$ cat config.mk
export PLATFORM = sky130hd
export DESIGN_NAME = entry
export DESIGN_NICKNAME = d
export VERILOG_FILES = /design/src/rtl/entry_pkg.sv /design/src/rtl/entry_uart_rx.sv /design/src/rtl/entry.sv
export SDC_FILE = /design/constraint.sdc
export NUM_CORES = 1
export LEC_CHECK = 0
export ABC_CLOCK_PERIOD_IN_PS = 2640
export CELL_PAD_IN_SITES_DETAIL_PLACEMENT = 0
export CELL_PAD_IN_SITES_GLOBAL_PLACEMENT = 1
export CORE_MARGIN = 4
export CORE_UTILIZATION = 39
export CTS_CLUSTER_SIZE = 14
export DETAILED_ROUTE_END_ITERATION = 6
export PLACE_DENSITY = 0.83
export REMOVE_ABC_BUFFERS = 1
export SLEW_MARGIN = 30
export SYNTH_ARGS = -nofsm -noshare
export SYNTH_HDL_FRONTEND = slang
export SYNTH_SLANG_ARGS = --single-unit
$ cat constraint.sdc
create_clock -name clk -period 2.64 [get_ports clk]
set_input_delay 0.528 -clock clk [delete_from_list [all_inputs] [get_ports clk]]
set_output_delay 0.528 -clock clk [all_outputs]
set_load 0.005 [all_outputs]
$ cat src/rtl/entry_pkg.sv
// Shared types and constants for the UART decimal-entry block.
// Holds the receiver state encoding and default widths.
package entry_pkg;

    localparam int FRAME_DEF       = 16;
    localparam int STORAGE_W_DEF   = 8;
    localparam int STATE_W         = 2;
    localparam int FRAME_CNT_W_DEF = $clog2(FRAME_DEF);
    localparam int BYTE_W          = 8;
    localparam int BIT_IDX_W       = 4;

    localparam logic [BYTE_W-1:0] ASCII_0 = 8'h30;
    localparam logic [BYTE_W-1:0] ASCII_9 = 8'h39;

    typedef enum logic [STATE_W-1:0] {
        IDLE  = 2'd0,
        START = 2'd1,
        DATA  = 2'd2
    } state_e;

    function automatic logic is_digit(input logic [BYTE_W-1:0] b);
        return (b >= ASCII_0) && (b <= ASCII_9);
    endfunction

endpackage

$ cat src/rtl/entry_uart_rx.sv
// 8N1 UART receiver: synchronizer, start/data FSM, bit counter.
// Emits the received byte with a one-cycle byte_valid on a good stop bit.
module uart_rx
    import entry_pkg::*;
#(
    parameter int  FRAME = FRAME_DEF,
    localparam int CNT_W = $clog2(FRAME)
) (
    input  logic               clk_i,
    input  logic               rst_i,
    input  logic               rx_i,
    output logic [CNT_W-1:0]   frame_cnt_o,
    output logic [STATE_W-1:0] state_o,
    output logic [BYTE_W-1:0]  byte_o,
    output logic               byte_valid_o
);

    localparam logic [CNT_W-1:0] HALF_LAST = CNT_W'(FRAME / 2 - 1);
    localparam logic [CNT_W-1:0] FULL_LAST = CNT_W'(FRAME - 1);
    localparam logic [BIT_IDX_W-1:0] STOP_IDX = 4'd8;

    logic                 sync1_q;
    logic                 sync2_q;
    logic                 line;

    state_e               state_q;
    state_e               state_d;
    logic [CNT_W-1:0]     cnt_q;
    logic [CNT_W-1:0]     cnt_d;
    logic [BIT_IDX_W-1:0] bit_idx_q;
    logic [BIT_IDX_W-1:0] bit_idx_d;
    logic [BYTE_W-1:0]    byte_q;
    logic [BYTE_W-1:0]    byte_d;
    logic                 valid_q;
    logic                 valid_d;

    assign line = sync2_q;

    // Two-flop synchronizer; resets to the idle (high) line level.
    always_ff @(posedge clk_i) begin
        if (rst_i) begin
            sync1_q <= 1'b1;
            sync2_q <= 1'b1;
        end else begin
            sync1_q <= rx_i;
            sync2_q <= sync1_q;
        end
    end

    // Receiver state, bit-period counter, bit index and shift register.
    always_ff @(posedge clk_i) begin
        if (rst_i) begin
            state_q   <= IDLE;
            cnt_q     <= '0;
            bit_idx_q <= '0;
            byte_q    <= '0;
            valid_q   <= 1'b0;
        end else begin
            state_q   <= state_d;
            cnt_q     <= cnt_d;
            bit_idx_q <= bit_idx_d;
            byte_q    <= byte_d;
            valid_q   <= valid_d;
        end
    end

    // Next-state logic; START is confirmed at its midpoint, DATA samples
    // at the end of each bit period so samples land mid-bit.
    always_comb begin
        state_d   = state_q;
        cnt_d     = cnt_q;
        bit_idx_d = bit_idx_q;
        byte_d    = byte_q;
        valid_d   = 1'b0;
        case (state_q)
            IDLE: begin
                cnt_d     = '0;
                bit_idx_d = '0;
                if (!line) begin
                    state_d = START;
                end
            end
            START: begin
                if (cnt_q == HALF_LAST) begin
                    cnt_d   = '0;
                    state_d = line ? IDLE : DATA;
                end else begin
                    cnt_d = cnt_q + 1'b1;
                end
            end
            DATA: begin
                if (cnt_q == FULL_LAST) begin
                    cnt_d = '0;
                    if (bit_idx_q == STOP_IDX) begin
                        state_d   = IDLE;
                        bit_idx_d = '0;
                        valid_d   = line;
                    end else begin
                        byte_d    = {line, byte_q[BYTE_W-1:1]};
                        bit_idx_d = bit_idx_q + 1'b1;
                    end
                end else begin
                    cnt_d = cnt_q + 1'b1;
                end
            end
            default: begin
                state_d   = IDLE;
                cnt_d     = '0;
                bit_idx_d = '0;
            end
        endcase
    end

    assign frame_cnt_o  = cnt_q;
    assign state_o      = state_q;
    assign byte_o       = byte_q;
    assign byte_valid_o = valid_q;

endmodule

$ cat src/rtl/entry.sv
// Decimal entry: accumulates ASCII digits received over UART.
// A non-digit arms a restart so the next digit begins a new number.
module entry
    import entry_pkg::*;
#(
    parameter int FRAME     = FRAME_DEF,
    parameter int STORAGE_W = STORAGE_W_DEF
) (
    input  logic                     clk,
    input  logic                     rst,
    input  logic                     uart_data,
    output logic [$clog2(FRAME)-1:0] frame_cnt,
    output logic [STATE_W-1:0]       state,
    output logic [STORAGE_W-1:0]     storage,
    output logic                     is_data_ready
);

    logic [BYTE_W-1:0]    rx_byte;
    logic                 rx_valid;

    logic [STORAGE_W-1:0] storage_q;
    logic [STORAGE_W-1:0] storage_d;
    logic                 ready_q;
    logic                 ready_d;
    logic                 restart_q;
    logic                 restart_d;
    logic [STORAGE_W-1:0] digit;

    uart_rx #(
        .FRAME (FRAME)
    ) u_rx (
        .clk_i        (clk),
        .rst_i        (rst),
        .rx_i         (uart_data),
        .frame_cnt_o  (frame_cnt),
        .state_o      (state),
        .byte_o       (rx_byte),
        .byte_valid_o (rx_valid)
    );

    // Accumulator, ready pulse and restart flag registers.
    always_ff @(posedge clk) begin
        if (rst) begin
            storage_q <= '0;
            ready_q   <= 1'b0;
            restart_q <= 1'b0;
        end else begin
            storage_q <= storage_d;
            ready_q   <= ready_d;
            restart_q <= restart_d;
        end
    end

    // Fold each received digit into the value; arithmetic wraps at STORAGE_W.
    always_comb begin
        storage_d = storage_q;
        ready_d   = 1'b0;
        restart_d = restart_q;
        digit     = STORAGE_W'(rx_byte - ASCII_0);
        if (rx_valid) begin
            if (is_digit(rx_byte)) begin
                if (restart_q) begin
                    storage_d = digit;
                end else begin
                    storage_d = storage_q * STORAGE_W'(10) + digit;
                end
                restart_d = 1'b0;
                ready_d   = 1'b1;
            end else begin
                restart_d = 1'b1;
            end
        end
    end

    assign storage       = storage_q;
    assign is_data_ready = ready_q;

endmodule

# After elaboration in Yosys (flattened, before gate mapping)
# Index checks and enable logic that the tools add are counted.
# word_totals
reg_bits,31
latchBits,0
ram_bits,0
rom_bits,0
input_bits,3
elab_cells,54
mem_count,0
# op_classes
add_sub_neg,4
n_mul,1
n_div,0
magnitude_cmp,2
n_eq_ne,9
shift,0
muxes,15
bitwise_logic,5
reduce_logical,8
# op_table
cell,count
$mux 4,4
$pmux 4 s2,2
$mux 2,5
$add 4x1->4 const B,2
$add 8x8->8,1
$eq 4x4->1 const B,2
$ge 8x6->1 const B,1
$le 8x6->1 const B,1
$mul 8x3->7 const B,1
$mux 8,1
$sub 8x6->8 const B,1
$ne 2x1->1 const B,3
$pmux 2 s3,1
$not 1->1,5
$eq 4x3->1 const B,1
$reduce_and 2->1,2
$reduce_and 4->1,1
$reduce_or 4->1,1
$reduce_and 3->1,1
$eq 2x1->1 const B,1
$eq 2x2->1 const B,1
$logic_not 2->1,1
$mux 1,2
$ne 2x2->1 const B,1
2 further kinds,2

# Longest topological paths before layout
# Gate-level depths: netlist (run 1).
# logic_depth
ltp_word,4
ltp_mapped,11
ltp_nobuf,11

# Cells and area by module
# Synthesis (run 1) repeated with hierarchy kept, for this count alone.
# hier_totals
cells_unflattened,180
area_unflattened_um2,1759.2
# modules_own_cells
module,instances,cells_each,area_per_inst_um2,seq_area_each_um2
uart_rx,1,97,974.7,420.4
entry,1,83,784.5,200.2

# Least setup slack after synthesis (run 1)
# No wires, ideal clock.
# synth_path
path_type,reg-to-reg
startpoint,"register storage_q[1], in the netlist storage[1]"
endpoint,"register storage_q[7], in the netlist storage[7]"
setup_ps,117
arrival_time_ps,2707
slack_ps,-184
stages_incl_launch_ff,12
synth_period_minus_slack_ps,2824
cell_sequence,dfxtp_1 ha_1 ha_1 fa_1 xor2_1 ha_1 o211ai_1 a21oi_1 a211oi_1 xnor2_1 or3_1 a32o_1
# synth_between
elab_chain_cells,3
# synth_rtl
element,line,rtl
"start, declared",entry.sv:21,logic [STORAGE_W-1:0] storage_q;
"start signal, assigned",entry.sv:48,storage_q <= storage_d;
$mul 8x3->7,entry.sv:65,storage_d = storage_q * STORAGE_W'(10) + digit;
$add 8x8->8,entry.sv:65,
$mux 8,entry.sv:62,if (restart_q) begin
# Every way passes these cells.
# A chain may end at the register's enable or synchronous reset.

# Worst setup path after layout (run 1)
# layout_path
startpoint,"register storage_q[2], in the netlist storage[2]"
endpoint,"register storage_q[7], in the netlist storage[7]"
# The elaborated chain is that of the path after synthesis.

==> results of run 1 <==
cells in the final DEF, fill, tap and decap left out, drive strengths merged:
cell type      Yosys  final
a211oi             1      1
a21o               3      3
a21oi             11     11
a22o               6      6
a2bb2oi            1      1
a32o               2      2
and3               2      2
buf                2     12
bufinv             0      1
clkbuf             3      6
clkdlybuf4s50      0     17
clkinv             0      1
dfxtp             31     31
fa                 2      2
ha                20     20
inv                9      9
mux2               1      1
mux2i              9      9
nand2              6      6
nand2b             2      2
nand3              3      3
nand3b             1      1
nand4              2      2
nor2              22     22
nor2b              2      2
nor3               1      1
nor3b              1      1
nor4b              2      2
nor4bb             1      1
o211ai             1      1
o21a               1      1
o21ai             10     10
or2                3      3
or3                2      2
or3b               1      1
or4b               1      1
xnor2              7      7
xor2               6      6
critical path: stages, from the launching register on:
cell and delay, ns:
dfxtp_1 0.41, ha_2 0.23, ha_4 0.14, fa_2 0.43
ha_1 0.32, o211ai_1 0.12, a21oi_2 0.08, a211oi_4 0.19
xnor2_1 0.11, or3_1 0.31, a32o_1 0.24
logic make-up after synthesis:
| logic type | Yosys count | share of synthesized area [%] |
|---|---|---|
| buffers and inverters | 14 | 3.20 |
| adders and majority gates | 22 | 17.3 |
| muxes | 10 | 6.04 |
| AOI/OAI and AO/OA | 36 | 13.8 |
| and+or+nand+nor | 52 | 15.9 |
| DFF | 31 | 37.0 |
| xor gates and xnor gates | 13 | 6.78 |
worst max-delay path by stage:
stage	slack (ns)	end	startpoint	depth (start not counted)
after floorplan	-0.18	storage[7]$_SDFFE_PP0P_	storage[1]$_SDFFE_PP0P_	11
after global placement	-0.17	storage[7]$_SDFFE_PP0P_	storage[1]$_SDFFE_PP0P_	11
after detailed placement	-0.22	storage[7]$_SDFFE_PP0P_	storage[1]$_SDFFE_PP0P_	11
after CTS	-0.06	storage[7]$_SDFFE_PP0P_	storage[1]$_SDFFE_PP0P_	11
after global routing	-0.17	storage[7]$_SDFFE_PP0P_	storage[3]$_SDFFE_PP0P_	11
final	-0.07	storage[7]$_SDFFE_PP0P_	storage[2]$_SDFFE_PP0P_	10
stage by stage:
| stage | hold slack [ns] | utilization [%] | power (mW) | instance area (µm²) | setup WS (ns) |
|---|---|---|---|---|---|
| finish | 0.422 | 53.2 | 0.979 | 2170 | -0.0651 |
| detailed placement | 0.406 | 48.3 | 0.515 | 1970 | -0.215 |
| global route | 0.453 | 53.2 | 1.02 | 2170 | -0.169 |
| floorplan | 0.389 | - | 0.498 | 1660 | -0.184 |
| global placement | 0.395 | 48.3 | 0.513 | 1970 | -0.173 |
| CTS | 0.422 | 51.6 | 0.989 | 2110 | -0.0555 |
Yosys cell counts (all sizes together), types with 3 or more instances:
cell type	number	area share, %
a21o	3	1.3
a21oi	11	3.3
a22o	6	3.1
clkbuf	3	0.67
dfxtp	31	37
ha	20	15
inv	9	2.0
mux2i	9	5.4
nand2	6	1.3
nand3	3	0.89
nor2	22	4.9
o21ai	10	3.0
or2	3	1.1
xnor2	7	3.7
xor2	6	3.1
repair_timing:
item,in CTS,in global routing
pin swaps,2,4
setup buffers,1,0
setup endpoints to repair,1,1
gates resized for setup,3,9
endpoints found under the hold margin,0,0
flip-flops by register name, summed over array words and instances (netlist names):
register	count
u_rx.state_o	2
u_rx.sync1_q	1
is_data_ready	1
storage	8
u_rx.byte_o	8
u_rx.frame_cnt_o	4
restart_q	1
u_rx.bit_idx_q	4
u_rx.byte_valid_o	1
u_rx.line	1
metal layers:
layer	share of wire, %	track usage [%]	wire length, µm
met1	47	18.5	1650
met2	49	21.9	1700
met3	2.4	3.69	85
met4	1.6	4.83	55
met5	0	0	0
power groups by stage:
stage               Clock [mW]  Combinational, mW  Sequential (mW)
CTS                      0.485             0.0319            0.472
global placement             0             0.0306            0.483
global route             0.514             0.0361            0.473
floorplan                    0             0.0154            0.483
detailed placement           0             0.0317            0.483
finish                   0.475             0.0318            0.472
final cells by class:
type / count / share of cell area (%)
flip-flops and latches: 31 / 28.7
clock inverters: 2 / 1.61
inverters: 9 / 1.55
multi-input cells: 133 / 49.5
well taps: 50 / 2.88
clock buffers: 6 / 3.80
repair buffers: 29 / 12.0
==> flow_summary.html, run 1 <==
<table>
<tr><th>Metric</th><th>Value</th></tr>
<tr><th colspan="2">Outcome</th></tr>
<tr><td>Result of the run</td><td>finished with violations</td></tr>
<tr><td>Violated checks</td><td>setup timing</td></tr>
<tr><th colspan="2">GRT</th></tr>
<tr><td>GRT Residual Overflow</td><td>0</td></tr>
<tr><td>First-pass GRT wire length</td><td>between 5000 and 6000 µm</td></tr>
<tr><td>Initial antenna violation count</td><td>0</td></tr>
<tr><td>Via count of the first global-routing pass</td><td>1327</td></tr>
<tr><td>Global-route total usage across every layer</td><td>~14%</td></tr>
<tr><td>Largest net degree at the start of global routing</td><td>15</td></tr>
<tr><th colspan="2">Routing</th></tr>
<tr><td>Via/cell ratio</td><td>5.23</td></tr>
<tr><td>Detailed router's first-iteration violation count</td><td>34</td></tr>
<tr><td>Count of unresolved DRC violations after routing</td><td>0</td></tr>
<tr><td>Pre-Repair DR Iteration Count</td><td>4</td></tr>
<tr><td>Average routed wire per standard cell</td><td>13.4 µm</td></tr>
<tr><td>Number of nets with antenna violations after routing</td><td>0</td></tr>
<tr><td>Via count</td><td>1359</td></tr>
<tr><td>Drt total wl</td><td>3490 µm</td></tr>
<tr><th colspan="2">Layout</th></tr>
<tr><td>Share of layout cells above drive strength 1</td><td>16.7%</td></tr>
<tr><td>Number of nets in the layout</td><td>234</td></tr>
<tr><td>Filler Cell Count</td><td>362</td></tr>
<tr><td>Area Growth Syn to Fin</td><td>29.4%</td></tr>
<tr><td>Footprint of the multi-input gates</td><td>1080 µm²</td></tr>
<tr><td>Inserted Diodes</td><td>0</td></tr>
<tr><td>Storage element area</td><td>between 600 and 700 µm²</td></tr>
<tr><td>Non-filler instance count after layout</td><td>260</td></tr>
<tr><th colspan="2">Clocking</th></tr>
<tr><td># clock sinks</td><td>31</td></tr>
<tr><td>Root buffer cell</td><td>clkbuf_8</td></tr>
<tr><td>H-tree level count</td><td>2</td></tr>
<tr><td>Number of buffers created by CTS</td><td>5</td></tr>
<tr><td>Buffer levels on the longest clock path</td><td>2</td></tr>
<tr><td>Clk_lat worst skew</td><td>0.28 ns</td></tr>
<tr><td>Clock-pin transition on the worst setup and hold timing paths</td><td>0.07 ns</td></tr>
<tr><td>Hold-fix buffer count after cts</td><td>0</td></tr>
<tr><td>TritonCTS clock tree</td><td>built</td></tr>
<tr><th colspan="2">Worst setup path</th></tr>
<tr><td>Crit-path max FO</td><td>3</td></tr>
<tr><td>Worst EP arrival</td><td>between 2 and 3 ns</td></tr>
<tr><td>Endpoint of the lowest-slack register-to-register path</td><td>storage[7]$_SDFFE_PP0P_</td></tr>
<tr><td>Critical path type</td><td>reg -&gt; reg</td></tr>
<tr><td>Worst reg2reg path startpoint</td><td>storage[2]$_SDFFE_PP0P_</td></tr>
<tr><td>Required time worst endpoint</td><td>2.80 ns</td></tr>
<tr><td>FF-to-FF setup slack</td><td>-0.07 ns</td></tr>
<tr><td>CP Launch Type</td><td>flop</td></tr>
<tr><td>Reg2Reg Depth</td><td>10</td></tr>
<tr><td>Sort of element at the end of the critical path</td><td>flop</td></tr>
<tr><th colspan="2">Worst hold path</th></tr>
<tr><td>Hold Crit Endpoint</td><td>u_rx.line$_SDFF_PP1_</td></tr>
<tr><td>Count of cells along the worst hold path</td><td>1</td></tr>
<tr><td>Hold Crit Start</td><td>u_rx.sync1_q$_SDFF_PP1_</td></tr>
<tr><td>Hold crit path type</td><td>reg -&gt; reg</td></tr>
<tr><th colspan="2">STA</th></tr>
<tr><td>Final-layout setup total negative slack</td><td>-0.0651 ns</td></tr>
<tr><td>Count of final setup violators</td><td>1</td></tr>
<tr><td>Share of the clock period used by the worst path after layout</td><td>102%</td></tr>
<tr><td>Max Clk Rate</td><td>370 MHz</td></tr>
<tr><td>Total count of hold-check failures in the final report</td><td>0</td></tr>
<tr><td>Final-report max-slew violation count</td><td>0</td></tr>
<tr><td>Slew Limit Headroom</td><td>58.6%</td></tr>
<tr><td>Worst path setup slack after routing</td><td>-0.0651 ns</td></tr>
<tr><td>RSZ-0062 raised after global routing</td><td>true</td></tr>
<tr><td>Slew at the pin closest to its max-slew limit</td><td>0.618 ns</td></tr>
<tr><td>Minimum clock period</td><td>approximately 2.7 ns</td></tr>
<tr><td>Setup skew after layout</td><td>0.00762 ns</td></tr>
<tr><th colspan="2">Synth</th></tr>
<tr><td>Number of enable flip-flop cells after synthesis</td><td>0</td></tr>
<tr><td>Async SR Flop Fraction</td><td>0%</td></tr>
<tr><td>Register bit total from synthesis</td><td>31</td></tr>
<tr><td>Post-synth cell types</td><td>36</td></tr>
<tr><td>Area of the mapped netlist</td><td>1680 µm²</td></tr>
<tr><td>Post-synthesis instance total</td><td>178</td></tr>
<tr><td>Avg Inst Size Synth</td><td>roughly 9.4 µm²</td></tr>
<tr><td>Warnings from Yosys</td><td>0</td></tr>
<tr><td>Post-synth top flop</td><td>dfxtp_1</td></tr>
<tr><td>Part of the Yosys area used for sequential elements</td><td>37.0%</td></tr>
<tr><th colspan="2">Floorplanning</th></tr>
<tr><td>Total core area</td><td>4090 µm²</td></tr>
<tr><td>I/O pin count</td><td>18</td></tr>
<tr><td>Number of rows in the core area</td><td>23</td></tr>
<tr><td>Effective utilization at floorplan</td><td>41.1%</td></tr>
<tr><td>Full die area</td><td>5420 µm²</td></tr>
<tr><td>Die Ht</td><td>approximately 74 µm</td></tr>
<tr><td>Die width</td><td>around 74 µm</td></tr>
<tr><th colspan="2">Power</th></tr>
<tr><td>Clock network fraction of design power</td><td>~49%</td></tr>
<tr><td>Combinational Power Share</td><td>under 10%</td></tr>
<tr><td>Static Leakage</td><td>between 0.8 and 0.9 nW</td></tr>
<tr><td>Sequential share of power</td><td>48.3%</td></tr>
<tr><td>Net Switching</td><td>between 150 and 200 µW</td></tr>
<tr><td>Maximum ir drop on the vdd rail</td><td>0.381 mV</td></tr>
<tr><td>Power per cell area</td><td>450 nW/µm²</td></tr>
<tr><td>Net switching share of the total power</td><td>approximately 19%</td></tr>
<tr><td>Internal power</td><td>790 µW</td></tr>
<tr><th colspan="2">Placed design</th></tr>
<tr><td>Final GP Congestion</td><td>0.903</td></tr>
<tr><td># placed instances</td><td>251</td></tr>
<tr><td>IO buf count</td><td>17</td></tr>
<tr><td>DP Wirelength</td><td>2580 µm</td></tr>
<tr><th colspan="2">Job</th></tr>
<tr><td>Count of maximum capacitance violations</td><td>0</td></tr>
</table>
(Power assumes the default switching activity.)
==> run 2, diff against run 1 <==
ABC_CLOCK_PERIOD_IN_PS = not set   (was 2640)
SKIP_CTS_REPAIR_TIMING = 1   (was not set)
==> flow_summary.html, run 2 (synthesis results as in run 1) <==
<table>
<tr><th>Metric</th><th>Value</th></tr>
<tr><th colspan="2">Floorplanning</th></tr>
<tr><td>Die width</td><td>73.6 µm</td></tr>
<tr><td>Full die area</td><td>~5400 µm²</td></tr>
<tr><td>I/O pin count</td><td>18</td></tr>
<tr><td>Die Ht</td><td>about 74 µm</td></tr>
<tr><td>Effective utilization at floorplan</td><td>41.1%</td></tr>
<tr><td>Number of rows in the core area</td><td>23</td></tr>
<tr><td>Total core area</td><td>a little over 4000 µm²</td></tr>
<tr><th colspan="2">Clocking</th></tr>
<tr><td>Number of buffers created by CTS</td><td>5</td></tr>
<tr><td>Clk_lat worst skew</td><td>0.28 ns</td></tr>
<tr><td>Buffer levels on the longest clock path</td><td>2</td></tr>
<tr><td>Root buffer cell</td><td>clkbuf_8</td></tr>
<tr><td>Clock-pin transition on the worst setup and hold timing paths</td><td>about 0.070 ns</td></tr>
<tr><td>TritonCTS clock tree</td><td>built</td></tr>
<tr><td>H-tree level count</td><td>2</td></tr>
<tr><td># clock sinks</td><td>31</td></tr>
<tr><th colspan="2">Routing</th></tr>
<tr><td>Count of unresolved DRC violations after routing</td><td>0</td></tr>
<tr><td>Number of nets with antenna violations after routing</td><td>0</td></tr>
<tr><td>Detailed router's first-iteration violation count</td><td>45</td></tr>
<tr><td>Average routed wire per standard cell</td><td>13.4 µm</td></tr>
<tr><td>Drt total wl</td><td>3480 µm</td></tr>
<tr><td>Via count</td><td>~1400</td></tr>
<tr><td>Via/cell ratio</td><td>5.32</td></tr>
<tr><td>Pre-Repair DR Iteration Count</td><td>4</td></tr>
<tr><th colspan="2">Worst setup path</th></tr>
<tr><td>Crit-path max FO</td><td>2</td></tr>
<tr><td>Cell breakdown of the critical path</td><td>ha_4 -&gt; ha_4 -&gt; fa_2 -&gt; xor2_1 -&gt; ha_1 -&gt; o211ai_1 -&gt; a21oi_2 -&gt; a211oi_2 -&gt; xnor2_1 -&gt; or3_1 -&gt; a32o_1</td></tr>
<tr><td>Required time worst endpoint</td><td>2.80 ns</td></tr>
<tr><td>CP Launch Type</td><td>flop</td></tr>
<tr><td>Sort of element at the end of the critical path</td><td>flop</td></tr>
<tr><td>Cell mode on critical path</td><td>ha_4</td></tr>
<tr><td>Critical path's largest stage delay</td><td>about 0.35 ns</td></tr>
<tr><td>Critical-path cell with the highest stage delay</td><td>fa_2</td></tr>
<tr><td>Worst EP arrival</td><td>2.89 ns</td></tr>
<tr><td>Critical path type</td><td>reg -&gt; reg</td></tr>
<tr><th colspan="2">STA</th></tr>
<tr><td>Minimum clock period</td><td>~2.7 ns</td></tr>
<tr><td>Worst path setup slack after routing</td><td>-0.0843 ns</td></tr>
<tr><td>Final-layout setup total negative slack</td><td>-0.0843 ns</td></tr>
<tr><td>Setup skew after layout</td><td>0.00719 ns</td></tr>
<tr><td>Max Clk Rate</td><td>367 MHz</td></tr>
<tr><td>Slew Limit Headroom</td><td>59.4%</td></tr>
<tr><td>Total count of hold-check failures in the final report</td><td>0</td></tr>
<tr><td>Count of final setup violators</td><td>1</td></tr>
<tr><td>RSZ-0062 raised after global routing</td><td>true</td></tr>
<tr><td>Slew at the pin closest to its max-slew limit</td><td>0.607 ns</td></tr>
<tr><td>Final-report max-slew violation count</td><td>0</td></tr>
<tr><td>Share of the clock period used by the worst path after layout</td><td>103%</td></tr>
<tr><th colspan="2">GRT</th></tr>
<tr><td>Largest net degree at the start of global routing</td><td>15</td></tr>
<tr><td>GRT Residual Overflow</td><td>0</td></tr>
<tr><td>First-pass GRT wire length</td><td>5840 µm</td></tr>
<tr><td>Initial antenna violation count</td><td>0</td></tr>
<tr><td>Via count of the first global-routing pass</td><td>1323</td></tr>
<tr><td>Global-route total usage across every layer</td><td>13.7%</td></tr>
<tr><th colspan="2">Power</th></tr>
<tr><td>Net switching share of the total power</td><td>19.4%</td></tr>
<tr><td>Static Leakage</td><td>0.870 nW</td></tr>
<tr><td>Combinational Power Share</td><td>3.2%</td></tr>
<tr><td>Sequential share of power</td><td>48.2%</td></tr>
<tr><td>Final Total Pwr</td><td>980 µW</td></tr>
<tr><td>Net Switching</td><td>190 µW</td></tr>
<tr><td>Maximum ir drop on the vdd rail</td><td>between 0.3 and 0.4 mV</td></tr>
<tr><td>Clock network fraction of design power</td><td>48.6%</td></tr>
<tr><td>Internal power</td><td>790 µW</td></tr>
<tr><td>Power per cell area</td><td>454 nW/µm²</td></tr>
<tr><th colspan="2">Placed design</th></tr>
<tr><td>IO buf count</td><td>17</td></tr>
<tr><td>DP Wirelength</td><td>2580 µm</td></tr>
<tr><td>Final GP Congestion</td><td>between 0.9 and 1</td></tr>
<tr><td>Dpl ws</td><td>-0.215 ns</td></tr>
<tr><th colspan="2">Layout</th></tr>
<tr><td>Filler Cell Count</td><td>363</td></tr>
<tr><td>Final cell utilization of the core</td><td>52.8%</td></tr>
<tr><td>Inserted Diodes</td><td>0</td></tr>
<tr><td>Area Growth Syn to Fin</td><td>28.5%</td></tr>
<tr><td>Storage element area</td><td>623 µm²</td></tr>
<tr><td>Number of nets in the layout</td><td>234</td></tr>
<tr><td>Footprint of the multi-input gates</td><td>1060 µm²</td></tr>
<tr><td>Share of layout cells above drive strength 1</td><td>between 10% and 20%</td></tr>
<tr><td>Most frequent cells in the layout</td><td>dfxtp_1 (29), nor2_1 (22), clkdlybuf4s50_1 (17)</td></tr>
<tr><td>Leading cell type in the layout, fill and taps excluded</td><td>dfxtp_1</td></tr>
<tr><th colspan="2">Job</th></tr>
<tr><td>Count of maximum capacitance violations</td><td>0</td></tr>
<tr><th colspan="2">Outcome</th></tr>
<tr><td>Result of the run</td><td>finished with violations</td></tr>
<tr><td>Violated checks</td><td>setup timing</td></tr>
<tr><th colspan="2">Worst hold path</th></tr>
<tr><td>Hold crit path type</td><td>reg -&gt; reg</td></tr>
</table>
==> run 2: final timing paths <==
| path | from | endpoint | slack, ns | depth (start not counted) |
|---|---|---|---|---|
| max | storage[1]$_SDFFE_PP0P_ | storage[7]$_SDFFE_PP0P_ | -0.08 | 11 |
| min | u_rx.sync1_q$_SDFF_PP1_ | u_rx.line$_SDFF_PP1_ | 0.42 | 1 |
| max reg2reg | storage[1]$_SDFFE_PP0P_ | storage[7]$_SDFFE_PP0P_ | -0.08 | 11 |
| min reg2reg | u_rx.sync1_q$_SDFF_PP1_ | u_rx.line$_SDFF_PP1_ | 0.42 | 1 |
==> run 2: power by group through the flow <==
stage          Sequential [mW]  Combinational (mW)  Clock, mW
3_3_place_gp             0.483              0.0306          0
6_report                 0.472              0.0317      0.476
4_1_cts                  0.472              0.0319      0.485
3_5_place_dp             0.483              0.0317          0
5_1_grt                  0.473              0.0360      0.514
2_1_floorplan            0.483              0.0154          0
==> run 2: through the flow <==
stage               hold slack [ns]  cell area [µm²]  std cells
CTS                           0.422             2090        259
detailed placement            0.406             1970        251
finish                        0.422             2160        260
global placement              0.395             1970        251
global route                  0.453             2160        260
floorplan                     0.389             1660        173
==> run 2: final cells by class <==
type | instances | share of cell area [%]
clock buffers | 6 | 3.83
clock inverters | 2 | 1.62
inverters | 9 | 1.57
multi-input cells | 133 | 49.0
flip-flops and latches | 31 | 28.9
well taps | 50 | 2.90
repair buffers | 29 | 12.2
==> run 2: routing by layer <==
metal / vias up / global-route usage [%] / share of wire, %
met5: - / 0 / 0
met1: 666 / 18.3 / 46
met2: 25 / 21.3 / 48
met4: 0 / 5.03 / 2.0
met3: 7 / 3.69 / 3.2
li1: 684 / - / -
==> run 2: critical path: cells and delay by family, from the launching register on <==
kind,cells,cell delay (ns)
fa+ha+maj,4,1.07
simple gates,1,0.35
compound gates,4,0.62
xor+xnor,2,0.26
flops,1,0.33
==> run 3, diff against run 2 <==
ABC_CLOCK_PERIOD_IN_PS = 2640   (was not set)
CORE_MARGIN = not set   (was 4)
==> flow_summary.html, run 3 (synthesis results as in run 1) <==
<table>
<tr><th>Metric</th><th>Value</th></tr>
<tr><th colspan="2">Power</th></tr>
<tr><td>Net Switching</td><td>201 µW</td></tr>
<tr><td>Clock network fraction of design power</td><td>45.3%</td></tr>
<tr><td>Static Leakage</td><td>0.849 nW</td></tr>
<tr><td>Internal power</td><td>between 700 and 800 µW</td></tr>
<tr><td>Maximum ir drop on the vdd rail</td><td>between 0.2 and 0.3 mV</td></tr>
<tr><td>Sequential share of power</td><td>51.3%</td></tr>
<tr><td>Power per cell area</td><td>430 nW/µm²</td></tr>
<tr><td>Net switching share of the total power</td><td>~22%</td></tr>
<tr><td>Combinational Power Share</td><td>3.4%</td></tr>
<tr><th colspan="2">Clocking</th></tr>
<tr><td>Clk_lat worst skew</td><td>0.29 ns</td></tr>
<tr><td>Clock-pin transition on the worst setup and hold timing paths</td><td>roughly 0.060 ns</td></tr>
<tr><td>H-tree level count</td><td>2</td></tr>
<tr><td>Number of buffers created by CTS</td><td>5</td></tr>
<tr><td>TritonCTS clock tree</td><td>built</td></tr>
<tr><td>Buffer levels on the longest clock path</td><td>2</td></tr>
<tr><td>Root buffer cell</td><td>clkbuf_8</td></tr>
<tr><td># clock sinks</td><td>31</td></tr>
<tr><th colspan="2">GRT</th></tr>
<tr><td>First-pass GRT wire length</td><td>approximately 5900 µm</td></tr>
<tr><td>Via count of the first global-routing pass</td><td>1354</td></tr>
<tr><td>Largest net degree at the start of global routing</td><td>13</td></tr>
<tr><td>GRT Residual Overflow</td><td>0</td></tr>
<tr><td>Global-route total usage across every layer</td><td>18.0%</td></tr>
<tr><td>Initial antenna violation count</td><td>0</td></tr>
<tr><th colspan="2">STA</th></tr>
<tr><td>Setup skew after layout</td><td>between 0.008 and 0.009 ns</td></tr>
<tr><td>Count of final setup violators</td><td>1</td></tr>
<tr><td>Slew Limit Headroom</td><td>53.7%</td></tr>
<tr><td>Worst hold-check slack</td><td>0.412 ns</td></tr>
<tr><td>Final-report max-slew violation count</td><td>0</td></tr>
<tr><td>Max Clk Rate</td><td>368 MHz</td></tr>
<tr><td>Worst path setup slack after routing</td><td>-0.0790 ns</td></tr>
<tr><td>Total count of hold-check failures in the final report</td><td>0</td></tr>
<tr><td>Share of the clock period used by the worst path after layout</td><td>103%</td></tr>
<tr><td>Final-layout setup total negative slack</td><td>-0.0790 ns</td></tr>
<tr><td>RSZ-0062 raised after global routing</td><td>true</td></tr>
<tr><td>Minimum clock period</td><td>2.72 ns</td></tr>
<tr><td>Slew at the pin closest to its max-slew limit</td><td>0.693 ns</td></tr>
<tr><th colspan="2">Worst hold path</th></tr>
<tr><td>Hold crit path type</td><td>reg -&gt; reg</td></tr>
<tr><td>Hold Crit Start</td><td>u_rx.sync1_q$_SDFF_PP1_</td></tr>
<tr><td>Count of cells along the worst hold path</td><td>1</td></tr>
<tr><td>Hold Crit Endpoint</td><td>u_rx.line$_SDFF_PP1_</td></tr>
<tr><th colspan="2">Floorplanning</th></tr>
<tr><td>Total core area</td><td>4060 µm²</td></tr>
<tr><td>Effective utilization at floorplan</td><td>41.4%</td></tr>
<tr><td>Die Ht</td><td>roughly 68 µm</td></tr>
<tr><td>Number of rows in the core area</td><td>23</td></tr>
<tr><td>Full die area</td><td>4570 µm²</td></tr>
<tr><td>I/O pin count</td><td>18</td></tr>
<tr><td>Die width</td><td>about 68 µm</td></tr>
<tr><th colspan="2">Worst setup path</th></tr>
<tr><td>CP Launch Type</td><td>flop</td></tr>
<tr><td>Critical-path cell with the highest stage delay</td><td>fa_2</td></tr>
<tr><td>Worst EP arrival</td><td>2.90 ns</td></tr>
<tr><td>Cell breakdown of the critical path</td><td>ha_4 -&gt; ha_4 -&gt; fa_2 -&gt; xor2_1 -&gt; ha_1 -&gt; o211ai_1 -&gt; a21oi_1 -&gt; a211oi_2 -&gt; xnor2_1 -&gt; or3_1 -&gt; a32o_1</td></tr>
<tr><td>Cell mode on critical path</td><td>ha_4</td></tr>
<tr><td>Worst reg2reg path startpoint</td><td>storage[1]$_SDFFE_PP0P_</td></tr>
<tr><td>Crit-path max FO</td><td>2</td></tr>
<tr><td>FF-to-FF setup slack</td><td>-0.08 ns</td></tr>
<tr><td>Sort of element at the end of the critical path</td><td>flop</td></tr>
<tr><td>Reg2Reg Depth</td><td>11</td></tr>
<tr><td>Critical path type</td><td>reg -&gt; reg</td></tr>
<tr><td>Critical path's largest stage delay</td><td>0.35 ns</td></tr>
<tr><td>Required time worst endpoint</td><td>2.82 ns</td></tr>
<tr><td>Endpoint of the lowest-slack register-to-register path</td><td>storage[7]$_SDFFE_PP0P_</td></tr>
<tr><th colspan="2">Placed design</th></tr>
<tr><td>Cell Area, Placed</td><td>between 1500 and 2000 µm²</td></tr>
<tr><td>IO buf count</td><td>17</td></tr>
<tr><td>Final GP Congestion</td><td>approximately 0.92</td></tr>
<tr><td>DP Wirelength</td><td>roughly 2700 µm</td></tr>
<tr><td># placed instances</td><td>250</td></tr>
<tr><th colspan="2">Layout</th></tr>
<tr><td>Filler Cell Count</td><td>379</td></tr>
<tr><td>Non-filler instance count after layout</td><td>259</td></tr>
<tr><td>Leading cell type in the layout, fill and taps excluded</td><td>dfxtp_1</td></tr>
<tr><td>Inserted Diodes</td><td>0</td></tr>
<tr><td>Share of layout cells above drive strength 1</td><td>between 15 and 20%</td></tr>
<tr><td>Area Growth Syn to Fin</td><td>27.6%</td></tr>
<tr><td>Most frequent cells in the layout</td><td>dfxtp_1 (28), nor2_1 (22), clkdlybuf4s50_1 (17)</td></tr>
<tr><td>Final std cell area, no fill</td><td>2140 µm²</td></tr>
<tr><td>Number of nets in the layout</td><td>roughly 230</td></tr>
<tr><th colspan="2">Routing</th></tr>
<tr><td>Count of unresolved DRC violations after routing</td><td>0</td></tr>
<tr><td>Detailed router's first-iteration violation count</td><td>65</td></tr>
<tr><td>Top layer used by detailed routing</td><td>met4</td></tr>
<tr><td>Average routed wire per standard cell</td><td>13.6 µm</td></tr>
<tr><td>Pre-Repair DR Iteration Count</td><td>4</td></tr>
<tr><td>Met2 routed WL</td><td>1750 µm</td></tr>
<tr><td>Number of nets with antenna violations after routing</td><td>0</td></tr>
<tr><td>Routed metal-1 wire length</td><td>1620 µm</td></tr>
<tr><td>Via count</td><td>1359</td></tr>
<tr><td>Met3 wire length</td><td>115 µm</td></tr>
<tr><td>Via/cell ratio</td><td>about 5.2</td></tr>
<tr><td>Drt total wl</td><td>about 3500 µm</td></tr>
<tr><th colspan="2">Job</th></tr>
<tr><td>Count of maximum capacitance violations</td><td>0</td></tr>
<tr><th colspan="2">Outcome</th></tr>
<tr><td>Result of the run</td><td>finished with violations</td></tr>
<tr><td>Violated checks</td><td>setup timing</td></tr>
</table>
==> run 3: critical path, delay by kind of cell (launching register included) <==
family / cells / cell delay, ns
flops: 1 / 0.33
simple gates: 1 / 0.35
compound gates: 4 / 0.61
xor+xnor: 2 / 0.27
fa+ha+maj: 4 / 1.05
==> run 3: final cells by class <==
class	count	area [µm²]	share of cell area (%)
sequential	31	624	29.1
inverter	9	33.8	1.58
clock inverter	1	7.51	0.350
multi-input combinational	133	1060	49.7
timing repair buffer	28	253	11.8
tap	50	62.6	2.92
clock buffer	7	96.3	4.50
==> run 3: worst max-delay path by stage <==
| stage | end | startpoint | cells after the start |
|---|---|---|---|
| finish | storage[7]$_SDFFE_PP0P_ | storage[1]$_SDFFE_PP0P_ | 11 |
| global route | storage[7]$_SDFFE_PP0P_ | storage[1]$_SDFFE_PP0P_ | 11 |
| CTS | storage[7]$_SDFFE_PP0P_ | storage[1]$_SDFFE_PP0P_ | 11 |
| detailed placement | storage[7]$_SDFFE_PP0P_ | storage[1]$_SDFFE_PP0P_ | 11 |
| global placement | storage[7]$_SDFFE_PP0P_ | storage[1]$_SDFFE_PP0P_ | 11 |
| floorplan | storage[7]$_SDFFE_PP0P_ | storage[1]$_SDFFE_PP0P_ | 11 |
==> run 3: per-stage QoR <==
stage	util [%]	setup slack (ns)	power, mW
final	52.8	-0.0790	0.921
after global routing	52.8	-0.178	0.965
after CTS	51.0	-0.266	0.931
after detailed placement	48.5	-0.257	0.514
after global placement	48.5	-0.173	0.512
after floorplan	-	-0.184	0.498
==> run 3: power by group through the flow <==
stage | Clock [mW] | Combinational, mW | Sequential (mW)
2_1_floorplan | 0 | 0.0154 | 0.483
3_3_place_gp | 0 | 0.0294 | 0.483
3_5_place_dp | 0 | 0.0315 | 0.483
4_1_cts | 0.427 | 0.0316 | 0.472
5_1_grt | 0.457 | 0.0354 | 0.472
6_report | 0.417 | 0.0312 | 0.472
==> run 3: routing by layer <==
layer | track usage, % | up-vias
li1 | - | 685
met1 | 19.8 | 643
met2 | 31.3 | 25
met3 | 6.59 | 6
met4 | 6.38 | 0
met5 | 0 | -
